### src/rtl/quiz_pkg.sv
// Shared definitions for the quiz host controller: state codes, winner
// encoding and the contestant key count.
package quiz_pkg;

    localparam int KEY_N = 4;
    localparam logic [2:0] WINNER_NONE = 3'd0;

    typedef enum logic [2:0] {
        ST_IDLE    = 3'd0,
        ST_ARMED   = 3'd1,
        ST_LOCKED  = 3'd2,
        ST_TIMEOUT = 3'd3,
        ST_FOUL    = 3'd4
    } state_t;

    // Lowest key index wins a tie; Key[0] maps to contestant 1.
    function automatic logic [2:0] prio_winner(input logic [KEY_N-1:0] rise);
        prio_winner = WINNER_NONE;
        for (int i = KEY_N - 1; i >= 0; i--) begin
            if (rise[i]) prio_winner = 3'(i + 1);
        end
    endfunction

endpackage

### src/rtl/key_sync_edge.sv
// Multi-flop synchronizer plus rising-edge detector for the contestant keys.
// A key must be seen low after reset before its rise can count as a press.
module key_sync_edge
    import quiz_pkg::*;
#(
    parameter int SYNC_STAGES = 2,
    parameter int N = KEY_N
) (
    input  logic         clk,
    input  logic         rst,
    input  logic [N-1:0] key,
    output logic [N-1:0] rise
);

    logic [SYNC_STAGES-1:0][N-1:0] sync_q, sync_d;
    logic [N-1:0] prev_q, prev_d;
    logic [N-1:0] low_seen_q, low_seen_d;
    logic         run_q, run_d;

    always_comb begin
        sync_d    = sync_q;
        sync_d[0] = key;
        for (int i = 1; i < SYNC_STAGES; i++) begin
            sync_d[i] = sync_q[i-1];
        end
        prev_d = sync_q[SYNC_STAGES-1];
        run_d  = 1'b1;
        // The first stage only holds a real sample once run_q is set.
        low_seen_d = low_seen_q | (~sync_q[0] & {N{run_q}});
    end

    always_ff @(posedge clk) begin
        if (rst) begin
            sync_q     <= '0;
            prev_q     <= '0;
            low_seen_q <= '0;
            run_q      <= 1'b0;
        end else begin
            sync_q     <= sync_d;
            prev_q     <= prev_d;
            low_seen_q <= low_seen_d;
            run_q      <= run_d;
        end
    end

    assign rise = sync_q[SYNC_STAGES-1] & ~prev_q & low_seen_q;

endmodule

### src/rtl/quiz_host_ctrl.sv
// Quiz host controller: round FSM, key priority and answer-beep counter.
// Define QUIZ_FOUL_DETECT_EN to latch presses made before the round opens.
module quiz_host_ctrl
    import quiz_pkg::*;
#(
    parameter int BEEP_CYCLES = 25_000_000,
    parameter int SYNC_STAGES = 2
) (
    input  logic       CLK,
    input  logic       RST,
    input  logic       Host_Start,
    input  logic       Host_Clear,
    input  logic [3:0] Key,
    input  logic [3:0] TimerL,
    output logic       Timer_Start,
    output logic [2:0] Winner,
    output logic       Foul,
    output logic       Buzzer_Answer,
    output logic [2:0] State
);

    localparam logic [24:0] BEEP_LOAD = 25'(BEEP_CYCLES - 1);

    logic [KEY_N-1:0] rise;
    logic             start_rise;

    state_t      state_q, state_d;
    logic [2:0]  winner_q, winner_d;
    logic        foul_q, foul_d;
    logic        ts_q, ts_d;
    logic        buz_q, buz_d;
    logic [24:0] cnt_q, cnt_d;
    logic        start_prev_q, start_prev_d;

    key_sync_edge #(.SYNC_STAGES(SYNC_STAGES), .N(KEY_N)) u_keys (
        .clk  (CLK),
        .rst  (RST),
        .key  (Key),
        .rise (rise)
    );

    assign start_rise   = Host_Start & ~start_prev_q;
    assign start_prev_d = Host_Start;

    always_comb begin
        state_d  = state_q;
        winner_d = winner_q;
        foul_d   = foul_q;
        ts_d     = ts_q;
        buz_d    = buz_q;
        cnt_d    = cnt_q;
        if (buz_q) begin
            if (cnt_q != 25'd0) cnt_d = cnt_q - 25'd1;
            else                buz_d = 1'b0;
        end
        if (Host_Clear) begin
            state_d  = ST_IDLE;
            winner_d = WINNER_NONE;
            foul_d   = 1'b0;
            ts_d     = 1'b0;
            buz_d    = 1'b0;
            cnt_d    = '0;
        end else begin
            unique case (state_q)
                ST_IDLE: begin
`ifdef QUIZ_FOUL_DETECT_EN
                    if (|rise) begin
                        state_d  = ST_FOUL;
                        winner_d = prio_winner(rise);
                        foul_d   = 1'b1;
                        buz_d    = 1'b1;
                        cnt_d    = BEEP_LOAD;
                    end else if (start_rise) begin
                        state_d = ST_ARMED;
                        ts_d    = 1'b1;
                    end
`else
                    if (start_rise) begin
                        state_d = ST_ARMED;
                        ts_d    = 1'b1;
                    end
`endif
                end
                // A press outranks a timer expiry sampled in the same cycle.
                ST_ARMED: begin
                    if (|rise) begin
                        state_d  = ST_LOCKED;
                        winner_d = prio_winner(rise);
                        ts_d     = 1'b0;
                        buz_d    = 1'b1;
                        cnt_d    = BEEP_LOAD;
                    end else if (ts_q && TimerL == 4'd0) begin
                        state_d = ST_TIMEOUT;
                        ts_d    = 1'b0;
                    end
                end
                ST_LOCKED, ST_TIMEOUT, ST_FOUL: ;
                default: begin
                    state_d  = ST_IDLE;
                    winner_d = WINNER_NONE;
                    foul_d   = 1'b0;
                    ts_d     = 1'b0;
                    buz_d    = 1'b0;
                    cnt_d    = '0;
                end
            endcase
        end
    end

    always_ff @(posedge CLK) begin
        if (RST) begin
            state_q      <= ST_IDLE;
            winner_q     <= WINNER_NONE;
            foul_q       <= 1'b0;
            ts_q         <= 1'b0;
            buz_q        <= 1'b0;
            cnt_q        <= '0;
            start_prev_q <= 1'b0;
        end else begin
            state_q      <= state_d;
            winner_q     <= winner_d;
            foul_q       <= foul_d;
            ts_q         <= ts_d;
            buz_q        <= buz_d;
            cnt_q        <= cnt_d;
            start_prev_q <= start_prev_d;
        end
    end

    assign Timer_Start   = ts_q;
    assign Winner        = winner_q;
    assign Foul          = foul_q;
    assign Buzzer_Answer = buz_q;
    assign State         = state_q;

endmodule

### config.mk
export PLATFORM = sky130hd
export DESIGN_NAME = quiz_host_ctrl
export DESIGN_NICKNAME = d
export VERILOG_FILES = /design/src/rtl/quiz_pkg.sv /design/src/rtl/key_sync_edge.sv /design/src/rtl/quiz_host_ctrl.sv
export SDC_FILE = /design/constraint.sdc
export NUM_CORES = 1
export LEC_CHECK = 0
export BUFFER_PORTS_ARGS = -buffer_cell sky130_fd_sc_hd__buf_4
export CORE_ASPECT_RATIO = 0.9
export CORE_MARGIN = 1.5
export CORE_UTILIZATION = 27
export CTS_CLUSTER_DIAMETER = 200
export DETAILED_ROUTE_END_ITERATION = 12
export GPL_TIMING_DRIVEN = 0
export SETUP_SLACK_MARGIN = 0.15
export SLEW_MARGIN = 20
export SYNTH_ARGS = -nofsm -noshare
export SYNTH_HDL_FRONTEND = slang
export SYNTH_SLANG_ARGS = --single-unit
### constraint.sdc
create_clock -name CLK -period 3.1 [get_ports CLK]
set_input_delay 0.62 -clock CLK [delete_from_list [all_inputs] [get_ports CLK]]
set_output_delay 0.62 -clock CLK [all_outputs]
set_load 0.05 [all_outputs]
# Yosys cells after proc, flatten, opt, wreduce, memory -nomap -nowiden
# Index checks and enable logic that the tools add are counted.
# word_totals
register_bits	51
output_inout_bits	9
word_cells	62
n_memories	0
ramBits	0
latch_bits	0
romBits	0
# classes
shift	0
n_mux	23
multipliers	0
order_cmp	0
bitwise_logic	10
addsub	1
div_mod_pow	0
eq_ne	7
reduce_logical	10
# ops
op	n
2-to-1 mux 25 bit	3
one-hot mux 25 bit (2 select lines)	1
nonzero test 25 bit	1
subtractor 25 x 1 -> 25 bit, second input constant	1
2-to-1 mux 3 bit	8
bitwise AND 4 bit	3
one-hot mux 3 bit (3 select lines)	1
NOT 4 bit	2
OR reduction 4 bit	2
2-to-1 mux 1 bit	7
== test 3 x 2 -> 1 bit, second input constant	2
one-hot mux 3 bit (2 select lines)	1
zero test 4 bit	1
inequality test 2 bit, second input constant	2
OR 4 bit	1
== test 3 x 1 -> 1 bit, second input constant	1
== test 3 bit, second input constant	1
zero test 3 bit	1
inequality test 3 bit, second input constant	1
NOT 1 bit	3
one-hot mux 1 bit (3 select lines)	1
AND reduction 3 bit	1
OR reduction 3 bit	1
one-hot mux 1 bit (2 select lines)	1
other kinds (4)	4

# Longest topological paths before layout
# logic_depth
word_depth	9
ltp_mapped	8
mapped_depth_nobuf	7

# Cells and area by module
# A second synthesis with hierarchy kept.
# unflattened
cells_unflattened	258
area_unflattened_um2	2364.8
# by_module_without_submodules
module	cells_each	area_each_um2	seq_area_each_um2	instances
quiz_host_ctrl	211	1819.2	660.6	1
key_sync_edge	47	545.5	340.3	1

# Least setup slack after synthesis
# OpenSTA, ideal clock, no wires.
# synth_path
path_kind	register to register
from	register buz_q, in the netlist Buzzer_Answer
to	register cnt_q[18]
arrival_time_ns	1.959
setup_time_ns	0.074
path_buffers	1
path_slack_ns	1.067
path_stages_with_launch	7
t_required_ns	3.026
path_cell_list	dfxtp_1 -> buf_2 -> nand2_1 -> nor3_1 -> nand4_2 -> or4_1 -> a31oi_1
# synth_via
elab_chain_cells	3
# synth_rtl
item	line	text
start, declared	quiz_host_ctrl.sv:31	logic buz_q, buz_d;
start signal, assigned	quiz_host_ctrl.sv:124	buz_q <= buz_d;
2-to-1 mux 25 bit (*)	quiz_host_ctrl.sv:52	if (buz_q) begin
2-to-1 mux 25 bit	quiz_host_ctrl.sv:86	if (|rise) begin
one-hot mux 25 bit (2 select lines) (*)	quiz_host_ctrl.sv:64	unique case (state_q)
end signal, assigned	quiz_host_ctrl.sv:125	cnt_q <= cnt_d;
end, declared	quiz_host_ctrl.sv:32	logic [24:0] cnt_q, cnt_d;
# Mark *: on every way between the ends. The rest lies on a longest branch, timed or not.
# A chain may end at the register's enable or synchronous reset.

# Worst setup path after layout
# layout_path
from	register cnt_q[0]
to	register cnt_q[18]
# layout_via
elab_chain_cells	5
elab_cells_between_ends	6
# layout_rtl
item	line	text
subtractor 25 x 1 -> 25 bit or nonzero test 25 bit (tied branches)	quiz_host_ctrl.sv:53	if (cnt_q != 25'd0) cnt_d = cnt_q - 25'd1;
2-to-1 mux 25 bit (*)	quiz_host_ctrl.sv:53	
2-to-1 mux 25 bit (*)	quiz_host_ctrl.sv:52	
2-to-1 mux 25 bit	quiz_host_ctrl.sv:86	
one-hot mux 25 bit (2 select lines) (*)	quiz_host_ctrl.sv:64	
# Marks and branches as above.

==> summary.md <==
| Metric | Value |
|---|---|
| Synth area leaders | `dfxtp_1, xor2_1, a21oi_1` |
| Max stage delay on crit path | `440 ps` |
| Post-DR wirelength/cell | `12.1 um` |
| Max Slew Vio Count | `0` |
| Reg2reg path depth | `7` |
| Overflow after GRT | `0` |
| Ys Warns | `0` |
| Site Rows | `30` |
| Startpoint class of the critical path | `flop` |
| Detail Placement HPWL | `3060 um` |
| Die height | `87.4 um` |
| Slew HR | `62.8%` |
| Worst-path clk slew | `100 ps` |
| Share of layout cells above drive strength 1 | `12.8%` |
| GPL Wtd Cong | `0.816` |
| Synth cell types | `46` |
| Setup repair bufs after CTS | `0` |
| Pre-antenna DRT Iters | `4` |
| Fin. Hold Viols | `0` |
| Max-cap violations | `0` |
| RSZ-0062 raised after global routing | `no` |
| Synthesized flop and latch total | `50` |
| Syn avg cell area | `8.97 um2` |
| Critical Path RT | `3340 ps` |
| 1st-iter DRT viols | `137` |
| Routed Wire Length | `4370 um` |
| Vias in the first global route | `1629` |
| H-Tree Depth | `2` |
| Post-synth top area cell | `dfxtp_1` |
| Most common cell after layout, fill and taps aside | `dfxtp_1` |
| Post-Syn Area | `2130 um2` |
| Mapped Cells | `238` |
| Gr usage total | `11.1%` |
| Routed Antenna Nets | `0` |
| Status | `complete, no violations` |
| # nets final | `278` |
| Core area | `7620 um2` |
| Worst Path Arrival | `2410 ps` |
| Global-route wire length before repair | `7600 um` |
| Clk Tree Root Cell | `clkbuf_8` |
| Post-synth EDFFs | `0` |
| Main synth FF type | `dfxtp_1` |
| Largest net degree at the start of global routing | `19` |
| Area growth, synth to finish | `16.6%` |
| Most frequent cells in the layout | `dfxtp_1, nor2_1, a21oi_1` |
| Power Dens Cells | `461 nW/um2` |
| Tightest Hold Check Type | `reg2reg` |
| CTS tree | `yes` |
| Final worst slack | `930 ps` |
| Setup crit end kind | `flop` |
| Clk buf depth | `2` |
| Post-synthesis sequential area ratio | `46.9%` |
| Min cycle time layout | `2170 ps` |
| Clock latency on the worst-skew pair | `310 ps` |
| Antenna cells | `0` |
| Die Footprint | `8450 um2` |
| Final worst-path cycle share | `70.0%` |
| Cts bufs inserted | `5` |
| Final design utilization | `32.7%` |
| FFs w/ async S/R, synth | `0%` |
| # IOs | `21` |
| Crit Path Max Fanout | `7` |
| Reg2reg start | `cnt_q[0]` |
| Yosys top cell area share | `46.9%` |
| Crit-path slowest cell | `or4_1` |
| Initial Util | `28.0%` |
| VDD IR-drop max | `298 uV` |
| Hold-critical path endpoint | `u_keys.prev_d[3]` |
| Fin Setup TNS | `0 ps` |
| Hold Path Stages | `2` |
| Crit path kind | `reg2reg` |
| Leak | `0.945 nW` |
| CTS resizes | `0` |
| CTS Sinks | `50` |
| Fmax | `0.461 GHz` |
| Worst Clk Skew | `7.09 ps` |
| IO buf count | `18` |
| Worst Tran Pin Value | `558 ps` |
| Die width | `96.7 um` |
| DR vias/cell | `4.80` |
| # hold bufs at CTS | `0` |
| Reg2reg end | `cnt_q[18]` |
| DRC | `0` |
| Via count | `1731` |
| Reg2reg setup slack | `930 ps` |
| Worst Min Path Start | `u_keys.sync_d[7]` |
| Crit-path cells | `inv_1 -> ha_1 -> nand2_1 -> nor3_1 -> nand4_2 -> or4_1 -> a31oi_1` |
| Initial antenna violation count | `0` |
| Setup slack at placement | `989 ps` |
| Final setup vio count | `0` |
| Final worst hold slack | `431 ps` |
## worst max-delay path, delay by kind of cell (launching register included)
kind / cells / cell delay, ps
AND/OR/NAND/NOR: 4 / 1170
flip-flops: 1 / 340
buffers and inverters: 1 / 110
AO/OA/AOI/OAI: 1 / 160
adder cells (fa/ha/maj): 1 / 330
## Yosys cell counts, types with 5 or more instances
cell      instances
a21oi_1          24
nor2b_1          12
nand2_1           8
inv_1             8
nor2_1           25
dfxtp_1          50
clkbuf_1          8
o21ai_0           5
nand4_1           8
nor3_1           11
nand3_1           5
xor2_1           17
## cell type report
cell class,count,area [um2]
Buffer,13,58.8
Clock buffer,5,68.8
Clock inverter,3,26.3
Fill cell,817,5130
Inverter,8,30.0
Multi-Input combinational cell,168,1050
Sequential cell,50,1000
Tap cell,96,120
Timing Repair Buffer,18,135
## power by group
group	internal [mW]	switching [mW]	total, mW	leakage (nW)
Combinational	0.0303	0.0512	0.0815	0.489
Clock	0.166	0.235	0.401	0.0491
Sequential	0.657	0.00789	0.664	0.407
Total	0.853	0.294	1.15	0.945
## kinds of logic after synthesis
logic type | after synthesis | synth area share (%)
adders and majority gates | 2 | 1.17
DFF | 50 | 46.9
muxes | 3 | 1.47
buffers and inverters | 21 | 4.16
other | 1 | 0.176
AOI/OAI and AO/OA | 47 | 13.1
and+or+nand+nor | 95 | 25.2
xor gates and xnor gates | 19 | 7.80
## per-stage QoR
stage / std cells / instance area [um2] / total power, mW
final: 361 / 2490 / 1.15
after global routing: 361 / 2490 / 1.20
after CTS: 361 / 2490 / 1.17
after detailed placement: 353 / 2390 / 0.761
after global placement: 353 / 2390 / 0.759
after floorplan: 239 / 2140 / 0.733
## flip-flops by register name, summed over array words and instances, names as in the netlist
name / flops
State: 2
u_keys.run_q: 1
Buzzer_Answer: 1
start_prev_q: 1
cnt_q: 25
u_keys.prev_q: 4
u_keys.prev_d: 4
u_keys.low_seen_q: 4
u_keys.sync_d: 4
Timer_Start: 1
Winner: 3
## how the worst max path moves through the flow
| stage | from | endpoint | slack (ps) | cells after the start |
|---|---|---|---|---|
| 2_1_floorplan | Buzzer_Answer | cnt_q[18] | 1070 | 6 |
| 3_3_place_gp | cnt_q[0] | cnt_q[18] | 1000 | 7 |
| 3_5_place_dp | cnt_q[0] | cnt_q[18] | 990 | 7 |
| 4_1_cts | cnt_q[0] | cnt_q[18] | 940 | 7 |
| 5_1_grt | cnt_q[0] | cnt_q[18] | 700 | 7 |
| 6_report | cnt_q[0] | cnt_q[18] | 930 | 7 |
## routing by layer
layer  vias to the layer above  share of wire [%]  global-route usage, %
li1                        885                  -                      -
met1                       824                 50                   14.4
met2                        16                 46                   18.0
met3                         6                2.6                   2.41
met4                         0                1.5                   4.35
met5                         -                  0                      0
Note: power is estimated with default switching activity, not from simulation.
